$ cat src/rtl/sdiv_pkg.sv
// Shared types and constants for the sequential signed divider (sdiv16x8_seq).
package sdiv_pkg;

    localparam int DVD_W_DEF = 16;
    localparam int DVS_W_DEF = 8;

    localparam logic [DVD_W_DEF-1:0] QPOS_SAT = 16'h7FFF;
    localparam logic [DVD_W_DEF-1:0] QNEG_SAT = 16'h8000;

    typedef enum logic [1:0] {
        IDLE = 2'd0,
        CALC = 2'd1,
        FIX  = 2'd2,
        DONE = 2'd3
    } sdiv_state_e;

    // Width of a down-counter that must hold the value `iters`.
    function automatic int cnt_w(input int iters);
        return $clog2(iters + 1);
    endfunction

endpackage

$ cat src/rtl/sdiv_step.sv
// One restoring-division step on magnitudes: shift in the next dividend bit,
// subtract the divisor magnitude when it fits.
module sdiv_step #(
    parameter int DVS_W = 8
) (
    input  logic [DVS_W:0]   i_prem,
    input  logic             i_din,
    input  logic [DVS_W-1:0] i_bmag,
    output logic [DVS_W:0]   o_prem,
    output logic             o_qbit
);

    logic [DVS_W:0] w_sh;
    logic           w_ge;

    assign w_sh = {i_prem[DVS_W-1:0], i_din};
    // A set top bit of prem would shift out beyond any divisor, so it forces a subtract.
    assign w_ge = i_prem[DVS_W] | (w_sh >= {1'b0, i_bmag});

    assign o_qbit = w_ge;
    assign o_prem = w_ge ? (w_sh - {1'b0, i_bmag}) : w_sh;

endmodule

$ cat src/rtl/sdiv16x8_seq.sv
// Sequential signed divider, restoring on magnitudes with final sign fix-up.
// Define SDIV_RADIX4_EN to retire two quotient bits per CALC cycle.
module sdiv16x8_seq
    import sdiv_pkg::*;
#(
    parameter int DVD_W = DVD_W_DEF,
    parameter int DVS_W = DVS_W_DEF
) (
    input  logic             nvdla_core_clk,
    input  logic             nvdla_core_rstn,
    input  logic             in_valid,
    output logic             in_ready,
    input  logic [DVD_W-1:0] dividend,
    input  logic [DVS_W-1:0] divisor,
    output logic             out_valid,
    input  logic             out_ready,
    output logic [DVD_W-1:0] quotient,
    output logic [DVS_W-1:0] remainder,
    output logic             div_zero,
    output logic             ovf
);

`ifdef SDIV_RADIX4_EN
    localparam int STEPS = 2;
`else
    localparam int STEPS = 1;
`endif
    localparam int ITERS = DVD_W / STEPS;
    localparam int CW    = cnt_w(ITERS);

    localparam logic [CW-1:0]    L_ITERS = CW'(ITERS);
    localparam logic [CW-1:0]    L_ONE   = CW'(1);
    localparam logic [DVD_W-1:0] L_QPOS  = {1'b0, {(DVD_W-1){1'b1}}};
    localparam logic [DVD_W-1:0] L_QNEG  = {1'b1, {(DVD_W-1){1'b0}}};

    sdiv_state_e      r_state;
    logic             r_sign_a;
    logic             r_sign_b;
    logic [DVS_W-1:0] r_bmag;
    logic [DVS_W:0]   r_prem;
    logic [DVD_W-1:0] r_qreg;
    logic [CW-1:0]    r_cnt;
    logic [DVD_W-1:0] r_quot;
    logic [DVS_W-1:0] r_rem;
    logic             r_div_zero;
    logic             r_ovf;

    logic [DVD_W-1:0] w_amag;
    logic [DVS_W-1:0] w_bmag;
    logic             w_dvs_zero;
    logic             w_sat;
    logic [DVS_W:0]   w_prem0;
    logic             w_qb0;
    logic [DVS_W:0]   w_prem_nxt;
    logic [DVD_W-1:0] w_qreg_nxt;

    assign w_amag     = dividend[DVD_W-1] ? -dividend : dividend;
    assign w_bmag     = divisor[DVS_W-1]  ? -divisor  : divisor;
    assign w_dvs_zero = (divisor == '0);
    assign w_sat      = (dividend == L_QNEG) && (divisor == '1);

    // qreg holds the unconsumed dividend bits at the top and grows quotient bits at the bottom.
    sdiv_step #(.DVS_W(DVS_W)) u_step0 (
        .i_prem (r_prem),
        .i_din  (r_qreg[DVD_W-1]),
        .i_bmag (r_bmag),
        .o_prem (w_prem0),
        .o_qbit (w_qb0)
    );

`ifdef SDIV_RADIX4_EN
    logic [DVS_W:0] w_prem1;
    logic           w_qb1;

    sdiv_step #(.DVS_W(DVS_W)) u_step1 (
        .i_prem (w_prem0),
        .i_din  (r_qreg[DVD_W-2]),
        .i_bmag (r_bmag),
        .o_prem (w_prem1),
        .o_qbit (w_qb1)
    );

    assign w_prem_nxt = w_prem1;
    assign w_qreg_nxt = {r_qreg[DVD_W-3:0], w_qb0, w_qb1};
`else
    assign w_prem_nxt = w_prem0;
    assign w_qreg_nxt = {r_qreg[DVD_W-2:0], w_qb0};
`endif

    always_ff @(posedge nvdla_core_clk or negedge nvdla_core_rstn) begin
        if (!nvdla_core_rstn) begin
            r_state    <= IDLE;
            r_sign_a   <= 1'b0;
            r_sign_b   <= 1'b0;
            r_bmag     <= '0;
            r_prem     <= '0;
            r_qreg     <= '0;
            r_cnt      <= '0;
            r_quot     <= '0;
            r_rem      <= '0;
            r_div_zero <= 1'b0;
            r_ovf      <= 1'b0;
        end else begin
            case (r_state)
                IDLE: begin
                    if (in_valid) begin
                        r_sign_a   <= dividend[DVD_W-1];
                        r_sign_b   <= divisor[DVS_W-1];
                        r_bmag     <= w_bmag;
                        r_qreg     <= w_amag;
                        r_prem     <= '0;
                        r_cnt      <= L_ITERS;
                        r_div_zero <= 1'b0;
                        r_ovf      <= 1'b0;
                        if (w_dvs_zero) begin
                            r_quot     <= dividend[DVD_W-1] ? L_QNEG : L_QPOS;
                            r_rem      <= dividend[DVS_W-1:0];
                            r_div_zero <= 1'b1;
                            r_state    <= DONE;
                        end else if (w_sat) begin
                            r_quot  <= L_QPOS;
                            r_rem   <= '0;
                            r_ovf   <= 1'b1;
                            r_state <= DONE;
                        end else begin
                            r_state <= CALC;
                        end
                    end
                end
                CALC: begin
                    r_prem <= w_prem_nxt;
                    r_qreg <= w_qreg_nxt;
                    r_cnt  <= r_cnt - L_ONE;
                    if (r_cnt == L_ONE) begin
                        r_state <= FIX;
                    end
                end
                FIX: begin
                    r_quot  <= (r_sign_a ^ r_sign_b) ? -r_qreg : r_qreg;
                    r_rem   <= r_sign_a ? -r_prem[DVS_W-1:0] : r_prem[DVS_W-1:0];
                    r_state <= DONE;
                end
                DONE: begin
                    if (out_ready) begin
                        r_state <= IDLE;
                    end
                end
                default: r_state <= IDLE;
            endcase
        end
    end

    assign in_ready  = (r_state == IDLE);
    assign out_valid = (r_state == DONE);
    assign quotient  = r_quot;
    assign remainder = r_rem;
    assign div_zero  = r_div_zero;
    assign ovf       = r_ovf;

endmodule

$ cat config.mk
export PLATFORM = sky130hd
export DESIGN_NAME = sdiv16x8_seq
export DESIGN_NICKNAME = d
export VERILOG_FILES = /design/src/rtl/sdiv_pkg.sv /design/src/rtl/sdiv_step.sv /design/src/rtl/sdiv16x8_seq.sv
export SDC_FILE = /design/constraint.sdc
export NUM_CORES = 1
export LEC_CHECK = 0
export BUFFER_PORTS_ARGS = -buffer_cell sky130_fd_sc_hd__buf_2
export CAP_MARGIN = 30
export CORE_MARGIN = 2
export CORE_UTILIZATION = 60
export DETAILED_ROUTE_END_ITERATION = 16
export GPL_ROUTABILITY_DRIVEN = 0
export GPL_TIMING_DRIVEN = 0
export MAX_ROUTING_LAYER = met4
export PLACE_DENSITY = 0.79
export RECOVER_POWER = 50
export SLEW_MARGIN = 20
export SYNTH_ARGS = -nofsm -noshare
export SYNTH_HDL_FRONTEND = slang
export SYNTH_SLANG_ARGS = --single-unit
$ cat constraint.sdc
create_clock -name nvdla_core_clk -period 5.9 [get_ports nvdla_core_clk]
set_clock_uncertainty 0.15 [all_clocks]
set_input_delay 0.295 -clock nvdla_core_clk [delete_from_list [all_inputs] [get_ports nvdla_core_clk]]
set_output_delay 0.295 -clock nvdla_core_clk [all_outputs]
set_load 0.01 [all_outputs]
==> impl_results.md <==
- Outcome: finished with violations
- Violations in the final reports: capacitance limit, slew limit
- # H-tree levels: 3
- Setup crit end kind: register
- Sw Share: ~47%
- Total GRT Usage: between 20% and 30%
- Initial Utilization: roughly three fifths
- Pre-CTS setup slack: 3.14 ns
- DP HPWL: 8340 um
- Footprint of the multi-input gates: approximately 2500 um2
- CTS Sinks: roughly 70
- CP Data Arrival Time: between 2 and 3 ns
- Mux contribution to synthesized area: 1.60%
- Seq pwr share: approximately 29%
- DP Cell Count: roughly 660
- Register bit total from synthesis: 68
- Worst-Margin Slew: about 1.5 ns
- Seq/Total Area, Yosys: between 30% and 40%
- Vias post-DR: 3,920
- RSZ-0062 raised after global routing: no
- Max_cap viols: 1
- Simple-gate share of the synthesized area: around 17%
- Number of global-route vias before repair: approximately 3,800
- CP Class: register to register
- Async set-reset flop share out of synthesis: between 90% and 100%
- Worst path required time: between 5 and 6 ns
- Hold Violations, Final: 0
- Cell taking the most area after synthesis: dfrtp_1
- Fill count: approximately 600
- Logic pwr share: 58.3%
- DRT iter0 DRCs: about 290
- Main synth FF type: dfrtp_1
- Clock power frac: about an eighth
- Longest Clk Path Bufs: 2
- Adder-cell share of the synthesized area: about 5.8%
- Share of post-route cells with drive strength above 1: between 10% and 20%
- CTS tree: yes
- Global-route wire length before repair: 18,500 um
- Gr ovfl total: 0
- Crit start category: register
- Setup ws final: 3.11 ns
- Die Ht: about 90 um
- Post-Route WL: about 11,000 um
- CTS buffer count: 9
- CTS Hold Bufs: 1
- Num ports: 56
- Post-route ant nets: 0
- Pwr dens: approximately 600 nW/um2
- Syn Nets: roughly 550
- Area contributors post-synth: dfrtp_1, o21ai_0, ha_1, xor2_1, nand2_1
- Ant. Diodes: 0
- Number of detailed-route iterations in the first pass: 5
- Final Cycle Share: 47.3%
- Commonest cells post-synth: dfrtp_1, nand2_1, o21ai_0
- CTS Root Buffer Type: clkbuf_8
- Post-CTS sizing: 0
- Max Freq: between 300 and 400 MHz
- Mapped Cells: 503
- Max_slew headroom: -1.70%
- Post-CTS Setup Bufs: 0
- Largest family of logic cells by synthesized area: compound AO/OA/AOI/OAI gates
- DRC errors left: 0
- Post-layout nets: between 600 and 700
- Yosys top cell area share: 38.1%
- Final min period: between 2 and 3 ns
- Yosys Warn Count: 0
- Std cell rows: 31
- Core ar.: around 7200 um2
- Most frequent cell after synthesis: dfrtp_1
- Layout area overhead: 13.5%
- Pins over their slew limit: 29
- Clock transition at path regs: ~0.070 ns
- Fin cells: 673
- Die area: around 8100 um2
- Final setup violating endpoints: 0
- Total power: just over 3000 uW
- Leak Pwr: around 0.0022 uW
- P_sw: 1430 uW
- Setup TNS after final layout: 0 ns
- Worst hold path class: primary input to register
- Largest net degree at the start of global routing: 41
- Internal Power: about 1600 uW
- Via-to-Cell Ratio: between 5 and 6
- Xor/xnor cell area share of the yosys netlist: a little under a tenth
- Max FO, Critical Path: 10
- Reg2Reg Setup Slack: between 3 and 4 ns
- Initial antenna violation count: 0
- Number of synthesized flops with an enable pin: 0
- DR WL/cell: around 16 um
- Synth Area per Inst: between 8 and 9 um2
- Peak supply drop: ~0.0004 V
- Synth unique cells: 58
- Cell area after synthesis: between 4000 and 5000 um2
- # port buffers: 53
- Synth Area in Compound Gates: about 23%
- Clock Latency Late Sink: roughly 0.35 ns
- Sequential Area: ~1700 um2
- Die width: about 90 um
[worst paths after layout]
path	from	depth (start not counted)	endpoint
max	r_prem[0]	8	r_prem[0]
min	divisor[0]	3	r_bmag[0]
max reg2reg	r_prem[0]	8	r_prem[0]
min reg2reg	r_bmag[3]	2	r_bmag[3]
max in group asynchronous	nvdla_core_rstn	3	r_bmag[1]
min in group asynchronous	nvdla_core_rstn	2	r_state[0]
[cell usage in the layout, fill, tap and decap left out, types with 3 or more instances in the layout]
cell type | netlist | layout
ha_1 | 19 | 19
o21ai_0 | 53 | 53
or3_1 | 11 | 11
inv_1 | 26 | 26
o41ai_1 | 4 | 4
nand2_1 | 57 | 57
o31ai_1 | 13 | 13
nand2b_1 | 6 | 6
nor3_1 | 8 | 8
xor2_1 | 27 | 27
a21oi_2 | 22 | 22
buf_2 | 3 | 41
mux2i_1 | 6 | 6
xnor2_1 | 21 | 21
clkbuf_8 | 0 | 11
nand4_1 | 4 | 4
clkbuf_1 | 15 | 31
or4_1 | 3 | 3
nand3_1 | 5 | 5
a21o_1 | 3 | 3
nor2b_1 | 3 | 3
buf_6 | 3 | 3
a22oi_1 | 7 | 7
dfrtp_1 | 68 | 68
a21oi_1 | 23 | 23
nor2_1 | 50 | 50
[layout make-up]
cell class	count	area share [%]
buffer	24	2.84
clock buffer	12	3.06
clock inverter	4	0.939
inverter	26	1.93
multi-input combinational	385	49.7
sequential	68	33.6
tap	99	2.45
timing repair buffer	55	5.46
[metal layers]
metal	wire (um)	GRT usage (%)	part of all wire (%)
met5	0	-	0
met4	370	14.5	3.4
met2	5100	45.7	47
met3	531	4.53	4.9
met1	4920	37.6	45
[critical path: stages (launching register included)]
cell and delay (ns):
dfrtp_1 0.48, ha_1 0.33, nor2b_1 0.16, o31a_1 0.27
or4_4 0.53, a31oi_4 0.22, buf_6 0.18, nor3_1 0.07
a221o_1 0.29
[flip-flops by register name (all words and copies together) (netlist names)]
register / count
quotient: 16
r_qreg: 16
r_prem: 9
r_bmag: 8
remainder: 8
r_cnt: 5
r_state: 2
div_zero: 1
ovf: 1
r_sign_a: 1
r_sign_b: 1
[power by group through the flow]
stage	Sequential, uW	Clock, uW	Combinational [uW]
floorplan	876	0	1330
global route	914	425	1990
global placement	871	0	1720
CTS	875	401	1800
detailed placement	884	0	1780
finish	881	397	1790
[kinds of logic (layout without fill, tap and decap cells)]
kind of cell,Yosys count,in the layout
adder cells (fa/ha/maj),20,20
flip-flops,68,68
AND/OR/NAND/NOR,160,160
AO/OA/AOI/OAI,150,150
buffers and inverters,50,121
multiplexers,7,7
XOR/XNOR,48,48
[stage by stage]
stage / util [%] / instance area, um2 / hold slack [ns]
after detailed placement: 67.6 / 4870 / 0.0853
after floorplan: - / 4460 / -0.151
final: 70.2 / 5070 / 0.114
after global routing: 70.2 / 5070 / 0.131
after CTS: 70.5 / 5090 / 0.116
after global placement: 67.3 / 4850 / 0.310
Note: power is estimated with default switching activity, not from simulation.
